--- config.mk ---
export PLATFORM = sky130hd
export DESIGN_NAME = processing_unit_ctx
export DESIGN_NICKNAME = d
export VERILOG_FILES = /design/src/rtl/processing_unit_ctx.sv
export SDC_FILE = /design/constraint.sdc
export NUM_CORES = 1
export LEC_CHECK = 0
export BUFFER_PORTS_ARGS = -buffer_cell sky130_fd_sc_hd__buf_2
export CAP_MARGIN = 30
export CORE_MARGIN = 2
export CORE_UTILIZATION = 47
export CTS_BUF_LIST = sky130_fd_sc_hd__clkbuf_4 sky130_fd_sc_hd__clkbuf_8
export DETAILED_ROUTE_END_ITERATION = 7
export GPL_ROUTABILITY_DRIVEN = 0
export PLACE_DENSITY = 0.7
export SLEW_MARGIN = 15
export SYNTH_ARGS = -nofsm -noshare
export SYNTH_HDL_FRONTEND = slang
export SYNTH_SLANG_ARGS = --single-unit
--- constraint.sdc ---
create_clock -name clk -period 21 [get_ports clk]
set_clock_uncertainty 0.15 [all_clocks]
set_input_delay 4.2 -clock clk [delete_from_list [all_inputs] [get_ports clk]]
set_output_delay 4.2 -clock clk [all_outputs]
set_load 0.01 [all_outputs]
--- src/rtl/processing_unit_ctx.sv ---
// Union-find decoder processing element for one Z-type ancilla. It loads a
// syndrome bit, requests growth, merges roots with grown neighbours, tracks
// cluster parity, and drives peeling corrections per global stage. A
// request/acknowledge engine swaps the live PE state with a per-PE context RAM.
//
// Context handshake: ctx_switch_req is a level sampled only while the engine
// is idle. An in-range ctx_next is accepted, and ctx_switch_ack pulses for one
// cycle exactly three cycles later, together with the restored state. An
// out-of-range ctx_next pulses ctx_error instead and changes nothing. The
// controller drops req on ack; a req still high then starts another switch.
module processing_unit_ctx #(
  parameter int ADDRESS_WIDTH  = 6,
  parameter int NEIGHBOR_COUNT = 6,
  parameter int NUM_CONTEXTS   = 4,
  parameter int STAGE_WIDTH    = 3,
  localparam int CTX_W  = (NUM_CONTEXTS > 1) ? $clog2(NUM_CONTEXTS) : 1,
  localparam int LINK_W = ADDRESS_WIDTH + 3
) (
  input  logic                             clk,
  input  logic                             reset,
  input  logic                             measurement,
  output logic                             measurement_out,
  input  logic [STAGE_WIDTH-1:0]           global_stage,
  input  logic [NEIGHBOR_COUNT-1:0]        neighbor_fully_grown,
  input  logic [NEIGHBOR_COUNT-1:0]        neighbor_is_boundary,
  output logic                             neighbor_increase,
  output logic [NEIGHBOR_COUNT-1:0]        neighbor_is_error,
  input  logic [ADDRESS_WIDTH-1:0]         input_address,
  input  logic [NEIGHBOR_COUNT*LINK_W-1:0] input_data,
  output logic [NEIGHBOR_COUNT*LINK_W-1:0] output_data,
  output logic [ADDRESS_WIDTH-1:0]         root,
  output logic                             odd,
  output logic                             busy,
  input  logic                             ctx_switch_req,
  input  logic [CTX_W-1:0]                 ctx_next,
  output logic                             ctx_switch_ack,
  output logic                             ctx_error,
  output logic [CTX_W-1:0]                 ctx_current,
  output logic [1:0]                       ctx_state
);

  // Global stage codes shared with the stage controller.
  localparam logic [STAGE_WIDTH-1:0] STAGE_IDLE          = STAGE_WIDTH'(0);
  localparam logic [STAGE_WIDTH-1:0] STAGE_MEASUREMENT   = STAGE_WIDTH'(1);
  localparam logic [STAGE_WIDTH-1:0] STAGE_GROW          = STAGE_WIDTH'(2);
  localparam logic [STAGE_WIDTH-1:0] STAGE_MERGE         = STAGE_WIDTH'(3);
  localparam logic [STAGE_WIDTH-1:0] STAGE_PEELING       = STAGE_WIDTH'(4);
  localparam logic [STAGE_WIDTH-1:0] STAGE_RESULT_VALID  = STAGE_WIDTH'(5);
  localparam logic [STAGE_WIDTH-1:0] STAGE_RESET_ROOTS   = STAGE_WIDTH'(6);

  localparam int WORD_W = NEIGHBOR_COUNT + ADDRESS_WIDTH + 3;

  typedef enum logic [1:0] {CX_IDLE, CX_SAVE, CX_READ, CX_LOAD} cx_state_t;

  cx_state_t                  cx_state;
  logic [STAGE_WIDTH-1:0]     stage;
  logic [STAGE_WIDTH-1:0]     last_stage;
  logic                       m;
  logic                       cluster_parity;
  logic                       busy_r;
  logic [NEIGHBOR_COUNT-1:0]  parent_vector;
  logic [CTX_W-1:0]           ctx_target;

  logic [WORD_W-1:0]          ctx_ram [NUM_CONTEXTS];
  logic [WORD_W-1:0]          ram_dout;
  logic [WORD_W-1:0]          live_word;

  logic [ADDRESS_WIDTH-1:0]   link_root [NEIGHBOR_COUNT];
  logic [NEIGHBOR_COUNT-1:0]  link_parent;
  logic [NEIGHBOR_COUNT-1:0]  link_odd;
  logic [NEIGHBOR_COUNT-1:0]  link_parity;

  logic [NEIGHBOR_COUNT-1:0]  valid_links;
  logic                       any_boundary;
  logic                       cand_found;
  logic [ADDRESS_WIDTH-1:0]   cand_root;
  logic [NEIGHBOR_COUNT-1:0]  tie_mask;
  logic                       next_parity;
  logic [ADDRESS_WIDTH-1:0]   root_modified;
  logic [ADDRESS_WIDTH-1:0]   merge_root;
  logic [NEIGHBOR_COUNT-1:0]  merge_parent;
  logic                       merge_odd;
  logic                       merge_changed;
  logic [NEIGHBOR_COUNT-1:0]  border;

  // Unpack neighbour fields and pack our own view back out per link.
  for (genvar i = 0; i < NEIGHBOR_COUNT; i++) begin : g_link
    assign link_root[i]   = input_data[i*LINK_W +: ADDRESS_WIDTH];
    assign link_parent[i] = input_data[i*LINK_W + ADDRESS_WIDTH];
    assign link_odd[i]    = input_data[i*LINK_W + ADDRESS_WIDTH + 1];
    assign link_parity[i] = input_data[i*LINK_W + ADDRESS_WIDTH + 2];
    assign output_data[i*LINK_W +: LINK_W] =
      {cluster_parity, odd, parent_vector[i], root};
  end

  assign measurement_out = m;
  assign busy            = busy_r | (cx_state != CX_IDLE);
  assign ctx_state       = cx_state;
  assign live_word       = {cluster_parity, parent_vector, root, odd, m};

  // Merge decision: minimum grown root, boundary-adjusted own root, parity.
  always_comb begin
    valid_links  = neighbor_fully_grown & ~neighbor_is_boundary;
    any_boundary = |neighbor_is_boundary;
    cand_found   = 1'b0;
    cand_root    = '1;
    tie_mask     = '0;
    next_parity  = m;
    border       = '0;
    for (int i = 0; i < NEIGHBOR_COUNT; i++) begin
      if (valid_links[i] && (!cand_found || link_root[i] < cand_root)) begin
        cand_root  = link_root[i];
        cand_found = 1'b1;
      end
      next_parity = next_parity ^ (link_parent[i] & link_parity[i]);
    end
    for (int i = 0; i < NEIGHBOR_COUNT; i++) begin
      tie_mask[i] = valid_links[i] && (link_root[i] == cand_root);
    end
    root_modified = any_boundary ? {1'b0, input_address[ADDRESS_WIDTH-2:0]} : root;
    merge_root    = root;
    merge_parent  = parent_vector;
    if (cand_found && cand_root < root_modified && cand_root < root) begin
      merge_root   = cand_root;
      merge_parent = tie_mask;
    end else if (root_modified < root) begin
      merge_root   = root_modified;
      merge_parent = '0;
    end
    merge_odd = (parent_vector != '0) ? |(parent_vector & link_odd)
                                      : (next_parity & ~any_boundary);
    merge_changed = (merge_root != root) || (next_parity != cluster_parity) ||
                    (merge_odd != odd);
    // Later (higher-index) boundary links overwrite earlier ones.
    if (parent_vector == '0 && next_parity) begin
      for (int i = 0; i < NEIGHBOR_COUNT; i++) begin
        if (neighbor_is_boundary[i]) begin
          border    = '0;
          border[i] = 1'b1;
        end
      end
    end
  end

  // Stage-keyed combinational outputs: growth request and peeling corrections.
  always_comb begin
    neighbor_increase = (stage == STAGE_GROW) && (last_stage != STAGE_GROW) && odd;
    neighbor_is_error = '0;
    if (stage == STAGE_PEELING) begin
      neighbor_is_error = (cluster_parity ? parent_vector : '0) | border;
    end
  end

  // Context RAM: write in SAVE, registered read in READ; contents never reset.
  always_ff @(posedge clk) begin
    if (!reset && cx_state == CX_SAVE) begin
      ctx_ram[ctx_current] <= live_word;
    end
    if (cx_state == CX_READ) begin
      ram_dout <= ctx_ram[ctx_target];
    end
  end

  // PE state, stage pipeline and context-switch FSM.
  always_ff @(posedge clk) begin
    if (reset) begin
      stage          <= STAGE_IDLE;
      last_stage     <= STAGE_IDLE;
      m              <= 1'b0;
      odd            <= 1'b0;
      cluster_parity <= 1'b0;
      busy_r         <= 1'b0;
      root           <= input_address;
      parent_vector  <= '0;
      ctx_current    <= '0;
      ctx_target     <= '0;
      cx_state       <= CX_IDLE;
      ctx_switch_ack <= 1'b0;
      ctx_error      <= 1'b0;
    end else begin
      stage          <= global_stage;
      last_stage     <= stage;
      ctx_switch_ack <= 1'b0;
      ctx_error      <= 1'b0;
      case (cx_state)
        CX_IDLE: begin
          if (ctx_switch_req) begin
            if (int'(ctx_next) >= NUM_CONTEXTS) begin
              ctx_error <= 1'b1;
            end else begin
              ctx_target <= ctx_next;
              cx_state   <= CX_SAVE;
            end
          end
        end
        CX_SAVE: cx_state <= CX_READ;
        CX_READ: cx_state <= CX_LOAD;
        CX_LOAD: begin
          {cluster_parity, parent_vector, root, odd, m} <= ram_dout;
          ctx_current    <= ctx_target;
          ctx_switch_ack <= 1'b1;
          cx_state       <= CX_IDLE;
        end
        default: cx_state <= CX_IDLE;
      endcase
      if (cx_state == CX_IDLE) begin
        case (stage)
          STAGE_MEASUREMENT: begin
            m              <= measurement;
            odd            <= measurement;
            cluster_parity <= measurement;
            root           <= input_address;
            parent_vector  <= '0;
          end
          STAGE_RESULT_VALID: m <= measurement;
          STAGE_RESET_ROOTS: begin
            root          <= input_address;
            parent_vector <= '0;
          end
          STAGE_MERGE: begin
            root           <= merge_root;
            parent_vector  <= merge_parent;
            cluster_parity <= next_parity;
            odd            <= merge_odd;
            busy_r         <= merge_changed;
          end
          default: ;
        endcase
      end
    end
  end

endmodule

==> reports/qor.csv, run 1 <==
metric,value,unit
first-pass GRT wire length,28310,um
final setup violation count,0,
Worst-Margin Slew,0.9804,ns
count of state elements after synthesis,104,
Post-CTS Hold Fix Bufs,0,
r2r startpoint,root[3],
Switching Fraction,0.3681,
final hold violation count,0,
Ys Warns,0,
Worst Setup Path Type,in -> reg,
most frequent cells in the layout,"buf_2, edfxtp_1, nor2_1, o21ai_0, nand2_1",
Die Footprint,16610,um^2
hold_sp,stage[2],
proportion of power drawn by combinational gates,0.395,
"Async S/R FF share, synth",0,
maximum fanout along the worst path,12,
Cell variety after synth,75,
R2R Setup Slk,16.66,ns
Switching Power,242.7,uW
"Clk Latency, worst-skew pair",0.36,ns
Tmin final,16.66,ns
Worst Path Required,21.14,ns
Main synth FF type,edfxtp_1,
DPL Wire Length,13710,um
MaxCap Viol Count,0,
FP Rows,45,
r2r worst-path depth,15,
vias in the first global route,5431,
dpl cells,1001,
TNS Setup,0,ns
clock tree root buffer cell,clkbuf_8,
Critical Path Start Type,input port,
initial antenna violation count,0,
WHS Path Cells,1,
DP Area,7868,um^2
clock slew at reported path FFs,0.10,ns
CTS tree,done,
pre-CTS setup slack,3.856,ns
Fmax achieved,0.06003,GHz
Reg power frac,0.417,
Final Cycle Share,0.7933,
clock share of power,0.188,
post-route cell area,8079,um^2
die width,128.9,um
# IOs,157,
sequential area share after synthesis,0.3865,
Mapped Cells,733,
die height,128.9,um
grt total ovfl,0,
"most common cell after layout, fill and taps aside",buf_2,
pin count of the biggest net entering global routing,32,
syn nets,854,
max incr delay on CP,0.54,ns
postcts setup bufs,0,
run status,"finished, final reports clean",
Final Max Tran Viols,0,
CTS HTree Levels,3,
"most used cell, CP",ha_1,
utilization after layout,0.5314,
Hold WC Path Type,reg -> reg,
static leakage,3.405,nW
Post-synth EDFFs,75,
GRT Total Usage,0.2179,
Sink Count,104,
worst hold slack,0.3595,ns
Pwr Density,81.61,nW/um^2
WP data arrival,16.80,ns
mapped cell area,7330,um^2
crit path capture type,flip-flop,
Core Footprint,15200,um^2
vias per inst,5.779,
relative slew slack,0.3379,
DR DRC count,0,
wire per inst,17.83,um
final antenna diode count,0,
drt initial violations,391,
layout cells sized above 1,0.2744,
Hold Crit Endpoint,last_stage[2],
Area growth syn-to-layout,10.23,%
Starting Density,0.4821,
syn_area_per_cell,9.999,um^2
CTS Buf Count,9,
critical path's slowest cell,or4b_1,
Pwr Total,659.3,uW
Max Buffers Root-to-Sink,2,
post-cts sizing count,0,
RSZ-0062 raised after global routing,no,
final antenna-violating net count,0,
Peak VDD IR,0.00006747,V
Final Net Count,947,
Buffers on Ports,155,
DR pass1 iterations,5,
P_int,416.7,uW
vias after detailed routing,5889,
Critical R2R Capture,parent_vector[1],
routed wire length,18160,um
Finished Layout Cells,1019,
"Worst Setup Slack, final",4.341,ns
-- flip-flops by register name, summed over array words and instances, names as in the netlist --
signal and count:
stage 3, ctx_current 2, ctx_ram 60, cluster_parity 1, parent_vector 6, root 6, ctx_state 2, odd 1
busy_r 1, ctx_target 2, ram_dout 15, ctx_switch_ack 1, measurement_out 1, last_stage 3
-- area by class of cell --
type,instances,area (um^2)
fill,1378,7123
timing repair buffer,161,815.8
inverter,38,142.6
multi-input combinational,512,3851
tap,188,235.2
sequential,104,2833
clock buffer,9,123.9
clock inverter,7,77.57
-- routing by layer --
layer | vias up | GRT usage | share of wire
met5 | - | 0 | 0
li1 | 2849 | - | -
met2 | 226 | 0.3610 | 0.48
met4 | 0 | 0.07545 | 0.024
met3 | 29 | 0.02121 | 0.056
met1 | 2785 | 0.3003 | 0.44
-- cells by family (layout without fill, tap and decap cells) --
| kind of cell | count (synthesis) | in the layout | share of synthesized area |
|---|---|---|---|
| simple gates | 226 | 226 | 0.1681 |
| xor+xnor | 32 | 32 | 0.03824 |
| buf+inv | 117 | 215 | 0.08877 |
| fa+ha+maj | 40 | 40 | 0.06828 |
| other cells | 1 | 1 | 0.0005116 |
| flops | 104 | 104 | 0.3865 |
| mux | 44 | 44 | 0.08808 |
| compound gates | 169 | 169 | 0.1615 |
-- worst max path at each step --
stage / start / endpoint / slack (ns)
floorplan: neighbor_is_boundary[0] / parent_vector[1] / 5.57
global placement: neighbor_is_boundary[0] / parent_vector[1] / 4.16
detailed placement: neighbor_is_boundary[0] / parent_vector[1] / 3.86
CTS: neighbor_is_boundary[0] / parent_vector[1] / 4.24
global route: neighbor_is_boundary[0] / parent_vector[1] / 3.27
finish: neighbor_is_boundary[0] / parent_vector[1] / 4.34
-- worst max-delay path: cells and delay by family --
family	cells	cell delay, ns
AOI/OAI and AO/OA	21	3.98
adders and majority gates	6	1.66
buffers and inverters	5	0.42
muxes	3	1.05
and+or+nand+nor	21	5.47
-- power groups by stage --
| stage | Combinational, mW | Sequential (mW) | Clock [mW] |
|---|---|---|---|
| 2_1_floorplan | 0.209 | 0.270 | 0 |
| 3_3_place_gp | 0.255 | 0.279 | 0 |
| 3_5_place_dp | 0.258 | 0.280 | 0 |
| 4_1_cts | 0.260 | 0.275 | 0.128 |
| 5_1_grt | 0.289 | 0.279 | 0.135 |
| 6_report | 0.260 | 0.275 | 0.124 |
-- cell usage after synthesis (3+ instances only) --
master / number / area, um^2
a211o_1: 4 / 35.03
a211oi_1: 9 / 67.56
a21o_1: 14 / 105.1
a21oi_1: 32 / 160.2
a221oi_1: 3 / 26.28
a22oi_1: 18 / 135.1
and2_1: 6 / 37.54
and3_1: 4 / 25.02
and3b_1: 3 / 26.28
buf_1: 4 / 15.01
buf_2: 4 / 20.02
buf_4: 53 / 397.9
clkbuf_1: 17 / 63.81
dfxtp_1: 29 / 580.6
edfxtp_1: 75 / 2252
ha_1: 40 / 500.5
inv_1: 38 / 142.6
mux2_2: 14 / 157.7
mux2i_1: 15 / 150.1
mux4_2: 15 / 337.8
nand2_1: 42 / 157.7
nand2b_1: 9 / 56.30
nand3_1: 11 / 55.05
nand3b_1: 3 / 22.52
nand4_1: 12 / 75.07
nor2_1: 51 / 191.4
nor2b_1: 22 / 137.6
nor3_1: 16 / 80.08
nor3_2: 3 / 30.03
nor3b_1: 3 / 22.52
nor4_1: 3 / 18.77
o21a_1: 12 / 90.09
o21ai_0: 44 / 220.2
o221ai_1: 3 / 26.28
or2_2: 3 / 18.77
or3_1: 16 / 100.1
or4_1: 4 / 30.03
xnor2_1: 24 / 210.2
xor2_1: 8 / 70.07
No activity file was read; power rests on OpenSTA's default activity.
==> run 2: changes to the inputs <==
ABC_AREA = 1   (was not set)
PLACE_DENSITY = 0.73   (was 0.7)
clock period = 14.08 ns   (was 21 ns; I/O delays follow)
==> run 2 against run 1 <==
Combinational power increased by 53%. Cell count increased by 18%. Clock power increased by 52%. Cell area decreased by 2.0%. Synthesized cell count increased by 25%. Flip-flop and latch count unchanged. Non-clock buffer count decreased by 1. Largest cell class unchanged. Highest routed layer unchanged. Largest power group unchanged. Critical path depth increased by 7. Utilization increased by 0.90 points.
==> reports/qor.csv, run 2 <==
metric,value,unit
Pwr Density,128.5,nW/um^2
Sink Count,104,
Starting Density,0.4848,
TNS Setup,0,ns
post-route cell area,7914,um^2
final antenna diode count,0,
count of state elements after synthesis,104,
Reg with most FFs,ctx_ram,
Critical R2R Capture,busy_r,
Post-CTS Hold Fix Bufs,0,
"Clk Latency, worst-skew pair",0.37,ns
crit path to,busy_r,
DP Area,7705,um^2
mapped cell area,7099,um^2
MaxCap Viol Count,0,
R2R Setup Slk,10.65,ns
"most common cell after layout, fill and taps aside",nand2_1,
Critical Path Start Type,input port,
Final Net Count,1139,
final antenna-violating net count,0,
Peak VDD IR,0.00005979,V
CTS HTree Levels,3,
Post-synth EDFFs,75,
post-cts sizing count,0,
vias per inst,5.409,
most frequent cells in the layout,"nand2_1, buf_2, inv_1, nor2_1, o21ai_0",
RSZ-0062 raised after global routing,no,
most area-consuming cells after synthesis,"edfxtp_1, nand2_1, dfxtp_1, ha_1, inv_1",
vias in the first global route,5758,
largest family of logic cells by synthesized area,simple AND/OR/NAND/NOR gates,
Largest regs,"ctx_ram (60), ram_dout (15)",
Finished Layout Cells,1207,
Core Footprint,14640,um^2
die width,126.9,um
DR DRC count,0,
Compound-Gate Fraction of Synth Area,0.1562,
Buffers on Ports,155,
Hold WC Path Type,reg -> reg,
static leakage,3.705,nW
CTS tree,done,
clock tree root buffer cell,clkbuf_8,
clock slew at reported path FFs,0.09,ns
Mapped Cells,918,
adder-cell share of the synthesized area,0.07050,
Ys Warns,0,
Final Cycle Share,0.8095,
"Worst Setup Slack, final",2.682,ns
WHS Path Cells,2,
"Async S/R FF share, synth",0,
WP data arrival,11.51,ns
worst hold slack,0.3474,ns
first-pass GRT wire length,29220,um
GRT Total Usage,0.2303,
leading area contributor after synthesis,edfxtp_1,
Die Footprint,16100,um^2
FP Rows,44,
fillers,1375,
multiplexer share of the synthesized area,0,
Max Buffers Root-to-Sink,2,
max reg flops,60,
Area growth syn-to-layout,11.47,%
Post-Synth XOR/XNOR Area,0.01727,
# IOs,157,
critical path startpoint,neighbor_is_boundary[0],
pin count of the biggest net entering global routing,33,
maximum fanout along the worst path,11,
critical path's slowest cell,o21ai_0,
share of the synthesized area in the top cell type,0.3172,
relative slew slack,0.3643,
r2r startpoint,root[3],
pre-CTS setup slack,2.400,ns
Main synth FF type,edfxtp_1,
Cell variety after synth,42,
grt total ovfl,0,
dpl cells,1191,
syn_area_per_cell,7.733,um^2
crit path capture type,flip-flop,
Commonest cells post-synth,"nand2_1, inv_1, nor2_1",
Final Max Tran Viols,0,
CTS Buf Count,9,
wire per inst,15.68,um
DR pass1 iterations,5,
simple-gate portion of the synthesized area,0.2323,
r2r worst-path depth,18,
initial antenna violation count,0,
max incr delay on CP,0.36,ns
Tmin final,11.40,ns
Fmax achieved,0.08773,GHz
Worst-Margin Slew,0.9525,ns
sequential area share after synthesis,0.3990,
postcts setup bufs,0,
syn nets,1039,
final hold violation count,0,
die height,126.9,um
DPL Wire Length,14340,um
layout cells sized above 1,0.2043,
vias after detailed routing,6529,
final setup violation count,0,
drt initial violations,517,
routed wire length,18920,um
"most used cell, CP",nand2_1,
Worst Setup Path Type,in -> reg,
cell with the most instances after synthesis,nand2_1,
Worst Path Required,14.19,ns
run status,"finished, final reports clean",
run 2: changes by cell type in the layout (fill, tap and decap cells not counted), sizes merged, moves of 22 or more:
cell / previous run / this run
nand2: 42 / 209
inv: 40 / 112
nor2: 52 / 94
o21ai: 47 / 86
nand3: 11 / 49
nor2b: 22 / 0
run 2: power by group:
part	internal, mW	switching, mW	total [mW]
sequential	0.385	0.0461	0.431
clock	0.0957	0.0930	0.189
combinational	0.139	0.258	0.397
total	0.620	0.397	1.02
run 2: worst min-delay path by stage:
stage / from / slack [ns] / end
after global placement: stage[2] / 0.33 / last_stage[2]
final: stage[2] / 0.35 / last_stage[2]
after CTS: stage[0] / 0.35 / last_stage[0]
after floorplan: stage[2] / 0.30 / last_stage[2]
after detailed placement: stage[2] / 0.33 / last_stage[2]
after global routing: stage[2] / 0.37 / last_stage[2]
run 2: through the flow:
| step | utilization | power [mW] |
|---|---|---|
| finish | 0.5404 | 1.017 |
| global route | 0.5404 | 1.084 |
| CTS | 0.5404 | 1.019 |
| detailed placement | 0.5261 | 0.8313 |
| global placement | 0.5261 | 0.8273 |
| floorplan | - | 0.7300 |
run 2: cells by family after synthesis:
family	Yosys count
compound gates	187
simple gates	388
other cells	1
fa+ha+maj	40
xor+xnor	14
flops	104
buf+inv	184
run 2: routing by layer:
| metal | global-route usage | vias to the layer above | routed length [um] |
|---|---|---|---|
| li1 | - | 3253 | - |
| met2 | 0.3836 | 279 | 9015 |
| met5 | 0 | - | 0 |
| met3 | 0.02699 | 38 | 1265 |
| met1 | 0.3083 | 2959 | 8151 |
| met4 | 0.08985 | 0 | 492 |
run 2: layout make-up:
| cell class | instances | area (um^2) | share of cell area |
|---|---|---|---|
| repair buffers | 160 | 813.3 | 0.1028 |
| clock buffers | 13 | 166.4 | 0.02103 |
| multi-input cells | 630 | 3405 | 0.4302 |
| clock inverters | 3 | 42.54 | 0.005375 |
| well taps | 184 | 230.2 | 0.02909 |
| flip-flops and latches | 104 | 2833 | 0.3579 |
| inverters | 113 | 424.2 | 0.05360 |
run 2: worst max-delay path: cells and delay by family:
family	cells	cell delay, ns
compound gates	17	3.22
fa+ha+maj	6	1.66
buf+inv	7	0.66
simple gates	33	3.11
